### config.mk
export PLATFORM = sky130hd
export DESIGN_NAME = fetch_buffer_flat
export DESIGN_NICKNAME = d
export VERILOG_FILES = /design/src/rtl/fetch_buffer_pkg.sv /design/src/rtl/fetch_buffer_if.sv /design/src/rtl/fetch_buffer.sv /design/src/flat_wrapper.sv
export SDC_FILE = /design/constraint.sdc
export NUM_CORES = 1
export LEC_CHECK = 0
export ABC_CLOCK_PERIOD_IN_PS = 12780
export CAP_MARGIN = 10
export CORE_ASPECT_RATIO = 1.25
export CORE_MARGIN = 2
export CORE_UTILIZATION = 55
export DETAILED_ROUTE_END_ITERATION = 7
export DONT_BUFFER_PORTS = 1
export PLACE_DENSITY = 0.79
export SLEW_MARGIN = 20
export SYNTH_ARGS = -nofsm -noshare
export SYNTH_HDL_FRONTEND = slang
export SYNTH_SLANG_ARGS = --single-unit
### constraint.sdc
create_clock -name clk -period 12.78 [get_ports clk]
set_input_delay 1.917 -clock clk [delete_from_list [all_inputs] [get_ports clk]]
set_output_delay 1.917 -clock clk [all_outputs]
set_load 0.1 [all_outputs]
### src/rtl/fetch_buffer_pkg.sv
// fetch_buffer_pkg
//   Shared types for the F2 -> decode instruction queue.
//   fetch_data_t : one fetched instruction slot (valid, pc, instr).
//   FBUF_DEPTH   : queue depth used by the core top-level instantiation.
//   fbuf_ptr_t   : pointer type sized for FBUF_DEPTH entries.
package fetch_buffer_pkg;

  typedef struct packed {
    logic        valid;
    logic [31:0] pc;
    logic [31:0] instr;
  } fetch_data_t;

  localparam int FBUF_DEPTH = 8;

  typedef logic [$clog2(FBUF_DEPTH)-1:0] fbuf_ptr_t;

endpackage

### src/rtl/fetch_buffer_if.sv
// fetch_buffer_if
//   Bundles the fetch-buffer handshake between F2, decode and the queue.
//   in_data[1:0]    : F2 slots, [1] older, [0] younger, per-slot valid
//   in_ready        : queue can take a full two-entry push this cycle
//   out_data[1:0]   : to decode, [1] head (oldest), [0] head+1
//   stall           : decode cannot consume this cycle
//   branch_misalign : out_data[0] is a jump missing its delay slot
//   flush           : redirect, discard everything
//   count           : occupancy (debug/perf)
//   Modport slave is the queue itself; master is the surrounding pipeline.
interface fetch_buffer_if
  import fetch_buffer_pkg::*;
#(
  parameter int DEPTH = FBUF_DEPTH
);

  fetch_data_t [1:0]        in_data;
  logic                     in_ready;
  fetch_data_t [1:0]        out_data;
  logic                     stall;
  logic                     branch_misalign;
  logic                     flush;
  logic [$clog2(DEPTH):0]   count;

  modport slave (
    input  in_data, stall, branch_misalign, flush,
    output in_ready, out_data, count
  );

  modport master (
    output in_data, stall, branch_misalign, flush,
    input  in_ready, out_data, count
  );

endinterface

### src/rtl/fetch_buffer.sv
// fetch_buffer
//   DEPTH-entry circular instruction queue between F2 and decode. Accepts
//   up to two entries per cycle (compacted, age order kept) and presents
//   the two oldest entries. Pops 0/1/2 per cycle; a single pop is used when
//   decode flags branch_misalign so the jump is re-presented as the head.
//   Ports:
//     clk    : clock
//     resetn : synchronous active-low reset
//     bus    : fetch_buffer_if.slave (data in/out, handshake, flush, count)
module fetch_buffer
  import fetch_buffer_pkg::*;
#(
  parameter int DEPTH = FBUF_DEPTH
) (
  input  logic                 clk,
  input  logic                 resetn,
  fetch_buffer_if.slave        bus
);

  localparam int PW = $clog2(DEPTH);
  typedef logic [PW-1:0] ptr_t;
  typedef logic [PW:0]   cnt_t;

  fetch_data_t mem_r [DEPTH];
  ptr_t        head_r;
  ptr_t        tail_r;
  cnt_t        count_r;

  logic              in_ready_s;
  logic              push_ok_s;
  logic [1:0]        push_n_s;
  logic [1:0]        pop_n_s;
  fetch_data_t       wr0_s;
  fetch_data_t       wr1_s;
  fetch_data_t [1:0] out_s;
  ptr_t              head1_s;
  ptr_t              tail1_s;
  ptr_t              head_nx_s;
  ptr_t              tail_nx_s;
  cnt_t              count_nx_s;

  // Accept/compaction: the oldest valid input always lands at tail.
  always_comb begin
    in_ready_s = ((cnt_t'(DEPTH) - count_r) >= cnt_t'(2));
    push_ok_s  = in_ready_s && !bus.flush;
    tail1_s    = tail_r + ptr_t'(1);
    wr0_s      = bus.in_data[1];
    wr1_s      = bus.in_data[0];
    push_n_s   = 2'd0;
    if (push_ok_s) begin
      case ({bus.in_data[1].valid, bus.in_data[0].valid})
        2'b11:   push_n_s = 2'd2;
        2'b10:   push_n_s = 2'd1;
        2'b01: begin
          push_n_s = 2'd1;
          wr0_s    = bus.in_data[0];
        end
        default: push_n_s = 2'd0;
      endcase
    end else begin
      push_n_s = 2'd0;
    end
  end

  // Read side and pop decision; misalign only matters when slot 0 is valid.
  always_comb begin
    head1_s        = head_r + ptr_t'(1);
    out_s[1]       = mem_r[head_r];
    out_s[1].valid = (count_r >= cnt_t'(1));
    out_s[0]       = mem_r[head1_s];
    out_s[0].valid = (count_r >= cnt_t'(2));
    if (bus.stall) begin
      pop_n_s = 2'd0;
    end else if (out_s[0].valid && !bus.branch_misalign) begin
      pop_n_s = 2'd2;
    end else if (out_s[1].valid) begin
      pop_n_s = 2'd1;
    end else begin
      pop_n_s = 2'd0;
    end
  end

  // Next-state pointers and occupancy; flush clears everything.
  always_comb begin
    if (bus.flush) begin
      head_nx_s  = '0;
      tail_nx_s  = '0;
      count_nx_s = '0;
    end else begin
      head_nx_s  = head_r + ptr_t'(pop_n_s);
      tail_nx_s  = tail_r + ptr_t'(push_n_s);
      count_nx_s = count_r + cnt_t'(push_n_s) - cnt_t'(pop_n_s);
    end
  end

  // Outputs to the interface.
  always_comb begin
    bus.in_ready = in_ready_s;
    bus.out_data = out_s;
    bus.count    = count_r;
  end

  // State update and storage writes (storage itself is not reset).
  always_ff @(posedge clk) begin
    if (!resetn) begin
      head_r  <= '0;
      tail_r  <= '0;
      count_r <= '0;
    end else begin
      head_r  <= head_nx_s;
      tail_r  <= tail_nx_s;
      count_r <= count_nx_s;
      if (push_n_s != 2'd0) begin
        mem_r[tail_r] <= wr0_s;
      end
      if (push_n_s == 2'd2) begin
        mem_r[tail1_s] <= wr1_s;
      end
    end
  end

endmodule

### src/flat_wrapper.sv
// flat-port wrapper written by rule: the top's interface ports become plain ports
module fetch_buffer_flat import fetch_buffer_pkg::*;
#(
  parameter int DEPTH = FBUF_DEPTH
)
  (clk, resetn, bus_in_data, bus_stall, bus_branch_misalign, bus_flush, bus_in_ready, bus_out_data, bus_count);
  fetch_buffer_if #(.DEPTH(DEPTH)) bus_i ();
  input  logic clk;
  input  logic resetn;
  input wire logic [$bits(bus_i.in_data)-1:0] bus_in_data;
  input wire logic [$bits(bus_i.stall)-1:0] bus_stall;
  input wire logic [$bits(bus_i.branch_misalign)-1:0] bus_branch_misalign;
  input wire logic [$bits(bus_i.flush)-1:0] bus_flush;
  output wire logic [$bits(bus_i.in_ready)-1:0] bus_in_ready;
  output wire logic [$bits(bus_i.out_data)-1:0] bus_out_data;
  output wire logic [$bits(bus_i.count)-1:0] bus_count;
  assign bus_i.in_data = bus_in_data;
  assign bus_i.stall = bus_stall;
  assign bus_i.branch_misalign = bus_branch_misalign;
  assign bus_i.flush = bus_flush;
  assign bus_in_ready = bus_i.in_ready;
  assign bus_out_data = bus_i.out_data;
  assign bus_count = bus_i.count;
  fetch_buffer #(.DEPTH(DEPTH)) u_core (.clk(clk), .resetn(resetn), .bus(bus_i));
endmodule
Yosys cells after proc, flatten, opt, wreduce, memory -nomap -nowiden
Memories as Yosys holds them, arrays and structs flattened. A register that Yosys moved wholly into a read port is not among the register bits. Cells that the tools add are included.

Bitwise operators: 1. $lt $le $gt $ge: 3. Shifts and indexed selects: 0. $mul: 0. Muxes and demuxes: 14. Add/sub/neg operators: 7. Eq/ne operators: 4. Reduce and logical (&&, ||, !) cells: 7. Divide/modulo/power cells: 0.

Operators with widths (number): 65-bit 2-to-1 mux (2); 4-bit by 2-bit greater-or-equal comparator with 1-bit output (second input constant) (2); 1-bit 2-to-1 mux (7); 3-bit by 1-bit adder with 3-bit output (second input constant) (2); 3-bit by 2-bit adder with 3-bit output (2); 2-bit == test (second input constant) (3); 2-bit 2-to-1 mux (3); 4-bit by 2-bit adder with 4-bit output (1); 4-bit by 1-bit greater-or-equal comparator with 1-bit output (second input constant) (1); 2-bit case mux with 2 select lines (1); 2-bit OR reduction (2); 4-bit by 2-bit subtractor with 4-bit output (1); 4-bit subtractor (first input constant) (1); 3-bit 2-to-1 mux (1); 2-bit by 1-bit == test with 1-bit output (second input constant) (1); 1-bit logical AND (2); 1-bit zero test (2); 2-bit nonzero test (1); 1-bit inverter (1).

Output and inout bits: 135. Bits in read-only memories: 0. Memory bits (writable): 520. Memories kept: 1. Bits in registers: 10. Latch bits: 0.

Memories: u_core.mem_r (depth 8, bits a word 65, rd ports 2, clocked after memory_dff 1, wr ports 2, RTL line fetch_buffer.sv:24) `fetch_data_t mem_r [DEPTH];`.

Longest topological paths before layout
Gate-level depths: netlist (run 1).

Word-level depth: 8. Depth in mapped cells: 14. Mapped depth without buffers: 12.

Worst setup path after synthesis (run 1)
No wires, ideal clock.

Path kind: input to register. From: input bus_in_data[129]. To: memory u_core.mem_r[6][0] (netlist name), enable pin. Cell stages on the path: 6. Required time: 12.273 ns. Path slack: 6.465 ns. Arrival time: 5.808 ns. Buffers on the path: 0. Cell sequence: inv_1 ha_1 nand4b_1 nor2_1 nand2_1 a21oi_1.

RTL lines: start, declared (RTL line flat_wrapper.sv:10) `input wire logic [$bits(bus_i.in_data)-1:0] bus_in_data;`; end, declared (RTL line fetch_buffer.sv:24).

Worst setup path in the final report (run 1)
From: register u_core.head_r[0]. To: output bus_out_data[59].

Word-level cells in the longest chain between the ends: 2.

RTL lines: start, declared (RTL line fetch_buffer.sv:25) `ptr_t head_r;`; start signal, assigned (RTL line fetch_buffer.sv:110) `head_r <= head_nx_s;`; 3-bit by 1-bit adder with 3-bit output (RTL line fetch_buffer.sv:67) `head1_s = head_r + ptr_t'(1);`; memory 8 x 65 bit; end, declared (RTL line flat_wrapper.sv:15) `output wire logic [$bits(bus_i.out_data)-1:0] bus_out_data;`.

No other way between the ends.

==> results of run 1 <==
[cell type report]
type	instances	area, um^2	area share [%]
antenna	8	20.02	0.06296
clock buffer	59	1285	4.041
clock inverter	34	245.2	0.7712
inverter	15	56.30	0.1771
multi-input combinational	1071	13230	41.62
sequential	522	15590	49.02
tap	727	909.6	2.861
timing repair buffer	54	461.7	1.452
[state kept, by name, indices dropped and copies added, names as in the netlist]
name / count
u_core.mem_r: 512
u_core.bus.count: 4
u_core.tail_r: 3
u_core.head_r: 3
[worst max-delay path by stage]
stage | from | to | slack, ps
3_5_place_dp | u_core.head_r[0] | bus_out_data[62] | 6220
2_1_floorplan | bus_in_data[129] | u_core.mem_r[6][0] | 6460
3_3_place_gp | u_core.head_r[0] | bus_out_data[53] | 6300
5_1_grt | u_core.head_r[0] | bus_out_data[58] | 5600
6_report | u_core.head_r[0] | bus_out_data[59] | 5950
4_1_cts | u_core.head_r[0] | bus_out_data[59] | 5580
[worst max-delay path: stages, from the launching register on]
cell and delay (ps):
dfxtp_4 710, ha_4 510, buf_16 310, buf_4 640
buf_4 870, mux4_2 620, mux2_2 520
[power by group through the flow]
| stage | Combinational, W | Clock (W) | Sequential (W) |
|---|---|---|---|
| floorplan | 0.00255 | 0 | 0.00211 |
| CTS | 0.00306 | 0.00142 | 0.00207 |
| global placement | 0.00299 | 0 | 0.00210 |
| global route | 0.00321 | 0.00148 | 0.00208 |
| detailed placement | 0.00305 | 0 | 0.00211 |
| finish | 0.00309 | 0.00142 | 0.00208 |
[Yosys cell counts]
master and number:
buf_1 103, and3_1 65, a22o_1 512, dfxtp_1 10, nand2b_1 4, inv_1 15
buf_2 37, nand4b_1 1, a21oi_1 9, ha_1 16, o21ai_0 1, o31ai_1 8
a21o_1 2, nand3_1 9, o211a_1 1, nor3_1 8, nand4_1 5, or3_1 2
nor2b_1 4, nand4bb_1 1, clkbuf_1 180, nand3b_1 1, nor2_1 15, mux4_2 256
xnor2_1 3, xor2_2 1, xor2_1 4, mux2_2 128, fa_1 3, nand2_1 6
edfxtp_1 512, buf_4 1, and2_1 5, and4b_1 1
[per-layer routing]
metal | up-vias | part of all wire, %
li1 | 7689 | -
met1 | 10310 | 34
met2 | 1744 | 48
met3 | 346 | 14
met4 | 12 | 4.5
met5 | - | 0.085
[metrics by stage]
stage	setup WS (ps)	area [um^2]
floorplan	6465	29780
global route	5597	31790
detailed placement	6220	30190
global placement	6304	30160
finish	5955	31800
CTS	5579	31720
[cells by family (layout without fill, tap and decap cells)]
logic type	count (synthesis)	count (layout)	synth area share, %
mux	384	384	24.20
xor+xnor	8	8	0.2605
flops	522	522	52.29
fa+ha+maj	19	19	0.8738
simple gates	127	127	2.462
other cells	0	8	0
compound gates	533	533	15.51
buf+inv	336	162	4.403
==> results by group, run 1 <==
Status
  – Status: complete, no violations

Final layout
  – Most frequent cells in the layout: 512 x a22o_1, 512 x edfxtp_1, 256 x mux4_2
  – Post-layout net count: approximately 1,900
  – Fillers: 3,859
  – Fin cells: around 2,500
  – Fraction of layout cells with a size suffix above 1: 30.88%
  – Area Growth Syn to Fin: 6.764%
  – Utilization after layout: 59.32%

GRT
  – Top Usage Layer GRT: met2
  – All-Layer GR Usage: 33.60%
  – Antenna violations before repair: 14
  – Overflow after GRT: 0
  – M1 GR Usage: about 42%
  – Largest net degree at the start of global routing: between 60 and 70
  – First-pass GRT wire length: 135,500 um
  – Met3 usage: 10.28%
  – Vias in the first global route: 20,870
  – M2 GR Usage: 52.90%

Critical path
  – R2R setup slack: ~7800 ps
  – WS Path Type: flop to primary output
  – WP data required: 10,860 ps
  – CP max FO: 46
  – Reg2reg start: u_core.bus.count[0]
  – Reg2reg end: u_core.mem_r[3][31]
  – Crit path arrival time: ~5000 ps
  – Crit end category: primary output
  – CP startpoint kind: flop
  – Worst R2R Path Depth: 7

Timing
  – Worst Clk Skew: between 20 and 25 ps
  – # setup viols final: 0
  – Slew @ Worst Pin: 1263 ps
  – Period utilisation layout: between 50% and 60%
  – RSZ-0062 raised after global routing: no
  – Relative slew slack: roughly 16%
  – Final Max Tran Viols: 0
  – TNS Setup: 0 ps
  – Fmax achieved: 146.5 MHz
  – Min Tclk post-route: 6825 ps
  – Final hold violation count: 0
  – Hold WS: 679.0 ps

Power and ir drop
  – Clock share of power: 21.5%
  – IR drop worst, VDD: approximately 210 uV
  – Seq pwr share: roughly a third
  – LEAKAGE: 10.82 nW
  – Pwr Density: between 200 and 250 nW/um^2
  – Internal power: 0.003624 W
  – Switching Power: between 0.002 and 0.003 W
  – Net Sw Frac: 44.96%
  – Gate power share: 47.0%
  – Total power draw: 0.006585 W

Clocking
  – Hold_buf cts: 0
  – Deepest clock path buffer count: 3
  – CTS Buf Count: 50
  – Clk sinks: ~520
  – CTS tree: yes
  – CTS clk-pin slew, worst paths: 60 ps
  – H-tree depth: 2
  – Post_cts resized: 0
  – Postcts setup bufs: 0
  – Clock root buffer: clkbuf_16
  – Worst skew pair latency: 600 ps

Drt
  – Drt first pass iters: 5
  – Vias per inst: 8.071
  – Final WL: 94,750 um
  – Final routed DRC violation total: 0
  – Detailed-route via count: approximately 20,000
  – Avg WL per Cell: around 38 um
  – Initial DRC Count: 2,644
  – ANT nets after route: 0

Die
  – DIE WIDTH: 212.1 um
  – Die Y: 264.2 um
  – Boundary pin count: 270
  – Die Area: 56,040 um^2
  – Row count: 95
  – Core outline area: 53,610 um^2
  – Starting density of the core: 55.56%

Synth
  – Sequential share of the synthesized area: between 50% and 60%
  – Synth top area cells: edfxtp_1 52%, mux4_2 19%, a22o_1 15%, mux2_2 4.8%, clkbuf_1 2.3%
  – Synth Cell Area: approximately 30,000 um^2
  – Syn Area/Cell: 15.44 um^2
  – Cell variety after synth: 34
  – Synth Warn #: 0
  – Flop and latch count out of synthesis: 522
  – Mapped Cells: 1,929
  – Synth top area share: between 50% and 60%
  – Synth area leader: edfxtp_1
  – Synth Net Count: 2,083

Placed design
  – Port buffer count: 0
  – Inst Count DP: 2,387
  – Post-DP HPWL: 49,760 um
  – Final estimated routing congestion in global placement: between 0.8 and 0.9

Hold path
  – Worst hold path depth: 2
  – Min-Delay Path Class: flop to flop
  – Worst Hold End: u_core.tail_r[2]
  – Hold path start: u_core.tail_r[2]

Job
  – Total of max-cap violations: 0
Power figures use the tool's default switching activity.
==> run 2, diff against run 1 <==
--- a/config.mk
+++ b/config.mk
@@ -5,7 +5,7 @@
 export SDC_FILE = /design/constraint.sdc
 export NUM_CORES = 1
 export LEC_CHECK = 0
-export ABC_CLOCK_PERIOD_IN_PS = 12780
+export ABC_CLOCK_PERIOD_IN_PS = 7000
 export CAP_MARGIN = 10
 export CORE_ASPECT_RATIO = 1.25
 export CORE_MARGIN = 2
==> constraint.sdc (replaced) <==
create_clock -name clk -period 7 [get_ports clk]
set_input_delay 1.05 -clock clk [delete_from_list [all_inputs] [get_ports clk]]
set_output_delay 1.05 -clock clk [all_outputs]
set_load 0.1 [all_outputs]
==> results by group, run 2 (synthesis gave the netlist of run 1 again) <==
Timing
  – Slew @ Worst Pin: 1237 ps (-25.94 ps)
  – Worst Clk Skew: 13.12 ps (-10.13 ps)
  – Relative slew slack: 17.54% (+1.7 points)
  – TNS Setup: 0 ps (unchanged)
  – Min Tclk post-route: 5867 ps
  – Final Max Tran Viols: 0 (unchanged)
  – # setup viols final: 0 (unchanged)
  – Period utilisation layout: 83.81%
  – RSZ-0062 raised after global routing: no
  – Fmax achieved: ~170 MHz
  – Final hold violation count: 0 (unchanged)

Clocking
  – Postcts setup bufs: 0 (unchanged)
  – CTS tree: yes
  – Hold_buf cts: 0 (unchanged)
  – Deepest clock path buffer count: 3 (unchanged)
  – CTS Buf Count: 50 (unchanged)
  – Clk sinks: 522 (unchanged)
  – Post_cts resized: 0 (unchanged)
  – Worst skew pair latency: 630 ps (+30 ps)
  – H-tree depth: 2 (unchanged)
  – CTS clk-pin slew, worst paths: 70 ps (about the same)
  – Clock root buffer: clkbuf_16

Drt
  – Detailed-route via count: 19,780 (-1.6%)
  – Drt first pass iters: 8 (+3)
  – Vias per inst: 7.961 (-1.4%)
  – Final routed DRC violation total: 0 (unchanged)
  – Final WL: 93,170 um (-1.7%)
  – Avg WL per Cell: 37.49 um (-1.5%)
  – ANT nets after route: 0 (unchanged)
  – Initial DRC Count: 2,557 (-3.3%)

Critical path
  – WP data required: 5950 ps (-4910 ps)
  – CP startpoint kind: flop
  – Worst R2R Path Depth: 7 (unchanged)
  – Most frequent CP cell: inv_1
  – Slowest cell on the critical path: dfxtp_1
  – Reg2reg start: u_core.bus.count[1]
  – Worst path max stage delay: 1020 ps (+150 ps)
  – Crit path arrival time: 4820 ps (-90 ps)
  – WS Path Type: flop to primary output
  – CP cell instances: inv_1 -> ha_1 -> nor2_1 -> nand3_4 -> nand2_1 -> inv_1
  – CP max FO: 42 (-8.7%)
  – Crit end category: primary output
  – Critical path origin: u_core.bus.count[0]
  – CP endpoint: bus_in_ready
  – R2R setup slack: 2090 ps (-5660 ps)
  – Reg2reg end: u_core.mem_r[1][24]

Placed design
  – Final estimated routing congestion in global placement: 0.8471 (+3.3%)
  – Post-DP HPWL: 49,020 um (-1.5%)
  – DP Area: 30,230 um^2 (+0.12%)
  – Port buffer count: 0 (unchanged)

Final layout
  – Largest Register: u_core.mem_r
  – Number of flip-flops in the largest register: 512 (unchanged)
  – Post-layout net count: 1,860 (-0.43%)
  – Fin area: 31,860 um^2 (+0.20%)
  – Fraction of layout cells with a size suffix above 1: 30.46% (-0.42 points)
  – Area Growth Syn to Fin: 6.982%
  – Most frequent cells in the layout: 512 x a22o_1, 512 x edfxtp_1, 256 x mux4_2

GRT
  – Overflow after GRT: 0 (unchanged)
  – Antenna violations before repair: 16 (+2)
  – Largest net degree at the start of global routing: 153 (+130%)
  – All-Layer GR Usage: 33.20% (-0.40 points)
  – First-pass GRT wire length: 134,200 um (-0.98%)
  – Vias in the first global route: 20,520 (-1.7%)

Die
  – Boundary pin count: 270 (unchanged)
  – Core outline area: 53,610 um^2 (unchanged)
  – Row count: 95 (unchanged)
  – DIE WIDTH: 212.1 um (unchanged)
  – Die Area: 56,040 um^2 (unchanged)
  – Die Y: 264.2 um (unchanged)
  – Starting density of the core: 55.56% (unchanged)

Power and ir drop
  – IR drop worst, VDD: 656.4 uV (+220%)
  – Total power draw: 0.01211 W (+84%)
  – LEAKAGE: 10.84 nW (+0.16%)
  – Pwr Density: 380.2 nW/um^2 (+84%)

Job
  – Total of max-cap violations: 0 (unchanged)

Hold path
  – Min-Delay Path Class: primary input to flop

Status
  – Status: complete, no violations
==> run 2: changes by cell type in the layout (fill, tap and decap cells not counted), moves of 2 or more <==
cell / before / now
buf_4: 50 / 36
diode_2: 8 / 15
clkinvlp_4: 7 / 1
buf_12: 1 / 6
clkbuf_16: 50 / 53
bufinv_16: 2 / 4
clkinv_2: 9 / 11
inv_6: 2 / 0
==> run 2: per-layer routing <==
layer  track usage [%]  vias up  wire [um]
met5                 0        -         55
met4             17.68        8       4610
met3             9.272      317      11670
met2             53.40     1586      45110
met1             40.91    10200      31730
li1                  -     7673          -
==> run 2: worst min-delay path by stage <==
stage	from	endpoint	slack, ps	cells past startpoint
final	bus_in_data[65]	u_core.mem_r[6][0]	620	1
after global routing	bus_in_data[75]	u_core.mem_r[6][10]	620	1
after CTS	bus_in_data[113]	u_core.mem_r[2][48]	610	1
after detailed placement	u_core.tail_r[2]	u_core.tail_r[2]	610	2
after global placement	u_core.tail_r[2]	u_core.tail_r[2]	600	2
after floorplan	u_core.tail_r[2]	u_core.tail_r[2]	570	2
==> run 2: cell type report <==
class	count	area, um^2
multi-input cells	1071	13230
repair buffers	46	455.4
inverters	15	56.30
fillers	3880	21740
well taps	727	909.6
clock inverters	28	227.7
clock buffers	61	1356
diodes	15	37.54
flip-flops and latches	522	15590
==> run 2: stage by stage <==
stage                     std cells  setup slack (ps)  util, %  hold slack, ps
after floorplan                1929             892.2        -           571.7
after global placement         2379              1920    56.31           597.5
after detailed placement       2381              1808    56.38           606.8
after CTS                      2470              1165    59.34           609.8
after global routing           2480             975.2    59.41           617.7
final                          2485              1133    59.44           623.1
==> run 2: power breakdown <==
part / switching, W / internal, W / total (W) / leakage, nW
registers: 0.000120 / 0.00368 / 0.00380 / 4.71
clock network: 0.00119 / 0.00151 / 0.00271 / 0.781
logic: 0.00407 / 0.00154 / 0.00561 / 5.35
==> run 2: critical path: cells and delay by family (launching register included) <==
kind	cells	cell delay (ps)
adders and majority gates	1	390
buffers and inverters	2	940
DFF	1	1020
and+or+nand+nor	3	1850
==> run 3, diff against run 2 <==
--- a/config.mk
+++ b/config.mk
@@ -5,7 +5,7 @@
 export SDC_FILE = /design/constraint.sdc
 export NUM_CORES = 1
 export LEC_CHECK = 0
-export ABC_CLOCK_PERIOD_IN_PS = 7000
+export ABC_CLOCK_PERIOD_IN_PS = 6000
 export CAP_MARGIN = 10
 export CORE_ASPECT_RATIO = 1.25
 export CORE_MARGIN = 2
==> constraint.sdc (replaced) <==
create_clock -name clk -period 6 [get_ports clk]
set_input_delay 0.9 -clock clk [delete_from_list [all_inputs] [get_ports clk]]
set_output_delay 0.9 -clock clk [all_outputs]
set_load 0.1 [all_outputs]
==> results by group, run 3 (synthesis gave the netlist of run 1 again) <==
Critical path
  – Worst path max stage delay: 1060 ps (+40 ps)
  – CP top delay family: buffers and inverters
  – WS Path Type: flop to primary output
  – Crit end category: primary output
  – CP Buf/Inv Count: 3 (+1)
  – CP max FO: 32 (-24%)
  – Crit path arrival time: 4040 ps (-780 ps)
  – CP cell instances: inv_1 -> ha_1 -> nor3_1 -> nand4_1 -> buf_4 -> nand2_1 -> inv_1
  – WP data required: 5100 ps (-850 ps)
  – CP startpoint kind: flop
  – Slowest cell on the critical path: dfxtp_1
  – Most frequent CP cell: inv_1

Drt
  – Final routed DRC violation total: 0 (unchanged)
  – Avg WL per Cell: 36.47 um (-2.7%)
  – Initial DRC Count: 2,503 (-2.1%)
  – Drt first pass iters: 6 (-2)
  – ANT nets after route: 0 (unchanged)
  – Detailed-route via count: 19,890 (+0.52%)
  – Final WL: 91,100 um (-2.2%)
  – Vias per inst: 7.961 (about the same)

Clocking
  – Hold_buf cts: 0 (unchanged)
  – H-tree depth: 2 (unchanged)
  – Worst skew pair latency: 610 ps (-20 ps)
  – CTS Buf Count: 49 (-2.0%)
  – Clk sinks: 522 (unchanged)
  – Deepest clock path buffer count: 3 (unchanged)
  – Clock root buffer: clkbuf_16
  – CTS clk-pin slew, worst paths: 70 ps (about the same)
  – Postcts setup bufs: 0 (unchanged)
  – CTS tree: yes
  – Post_cts resized: 0 (unchanged)

Final layout
  – Largest Register: u_core.mem_r
  – Fin area: 31,990 um^2 (+0.38%)
  – Post-layout net count: 1,872 (+0.65%)
  – Number of flip-flops in the largest register: 512 (unchanged)
  – Area Growth Syn to Fin: 7.394%
  – Fraction of layout cells with a size suffix above 1: 30.90% (+0.44 points)
  – Most frequent cells in the layout: 512 x a22o_1, 512 x edfxtp_1, 256 x mux4_2
  – Utilization after layout: 59.67% (+0.23 points)

Die
  – Die Y: 264.2 um (unchanged)
  – Starting density of the core: 55.56% (unchanged)
  – Row count: 95 (unchanged)
  – Core outline area: 53,610 um^2 (unchanged)
  – Boundary pin count: 270 (unchanged)
  – Die Area: 56,040 um^2 (unchanged)
  – DIE WIDTH: 212.1 um (unchanged)

Hold path
  – Min-Delay Path Class: primary input to flop

Timing
  – Min Tclk post-route: ~4900 ps
  – Final Max Tran Viols: 0 (unchanged)
  – Hold WS: 488.8 ps (-134.2 ps)
  – Final hold violation count: 0 (unchanged)
  – TNS Setup: 0 ps (unchanged)
  – Period utilisation layout: 82.41%
  – Worst Clk Skew: 19.70 ps (+6.576 ps)
  – RSZ-0062 raised after global routing: no
  – Fmax achieved: 202.2 MHz
  – Relative slew slack: 18.60% (+1.1 points)
  – Slew @ Worst Pin: 1221 ps (-15.95 ps)
  – Setup ws final: 1055 ps (-77.91 ps)
  – # setup viols final: 0 (unchanged)

Placed design
  – Setup WS pre-CTS: 1501 ps (-306.8 ps)
  – Final estimated routing congestion in global placement: 0.8646 (+2.1%)
  – Port buffer count: 0 (unchanged)
  – Post-DP HPWL: 50,310 um (+2.6%)
  – DP Area: 30,300 um^2 (+0.23%)

Power and ir drop
  – Clock share of power: 22.9% (+0.5 points)
  – Internal power: 0.008004 W (+19%)
  – LEAKAGE: 10.92 nW (+0.71%)
  – Gate power share: 46.3% (about the same)
  – IR drop worst, VDD: 979.0 uV (+49%)
  – Switching Power: 0.006295 W (+17%)
  – Seq pwr share: 30.8% (-0.5 points)
  – Pwr Density: 447.1 nW/um^2 (+18%)
  – Net Sw Frac: 44.02% (-0.39 points)

GRT
  – Top Usage Layer GRT: met2
  – Overflow after GRT: 0 (unchanged)
  – Met3 usage: 8.916% (-0.36 points)
  – M2 GR Usage: 51.40% (-2.0 points)
  – Antenna violations before repair: 15 (-1)
  – M1 GR Usage: 40.12% (-0.79 points)
  – All-Layer GR Usage: 32.16% (-1.0 points)
  – First-pass GRT wire length: 131,200 um (-2.2%)
  – Vias in the first global route: 20,450 (-0.38%)
  – Largest net degree at the start of global routing: 148 (-3.3%)

Status
  – Status: complete, no violations

Job
  – Total of max-cap violations: 0 (unchanged)
run 3: cell types whose count changed in the layout (fill, tap and decap cells not counted), sizes merged:
cell,before,now
clkinvlp,1,2
diode,15,14
clkinv,23,18
buf,46,59
bufinv,4,8
inv,15,16
run 3: path summary, 6_finish.rpt:
path,start,endpoint,slack [ps],cells after the start
hold / removal,bus_in_data[65],u_core.mem_r[6][0],490,1
setup / recovery,u_core.bus.count[1],bus_in_ready,1060,7
setup reg to reg,u_core.bus.count[1],u_core.mem_r[3][38],1430,9
hold reg to reg,u_core.tail_r[2],u_core.tail_r[2],630,2
run 3: stage by stage:
stage / total power, W / cells
after floorplan: 0.009931 / 1929
after global placement: 0.01089 / 2394
after detailed placement: 0.01102 / 2394
after CTS: 0.01425 / 2484
after global routing: 0.01468 / 2494
final: 0.01430 / 2498
run 3: power groups by stage:
stage          registers [W]  logic (W)  clock network (W)
5_1_grt              0.00441    0.00685            0.00342
3_3_place_gp         0.00447    0.00642                  0
2_1_floorplan        0.00450    0.00543                  0
3_5_place_dp         0.00448    0.00654                  0
6_report             0.00441    0.00662            0.00328
4_1_cts              0.00440    0.00656            0.00328
run 3: final cells by class:
type                    instances  area [um^2]
inverters                      15        56.30
repair buffers                 59        518.0
multi-input cells            1071        13230
clock inverters                29        340.3
fillers                      3858        21620
well taps                     727        909.6
flip-flops and latches        522        15590
clock buffers                  61         1314
diodes                         14        35.03
run 3: layer usage:
layer  routed length (um)  vias up
met3                11780      337
met2                43520     1615
met5                   23        -
met4                 4931        4
li1                     -     7707
met1                30840    10220
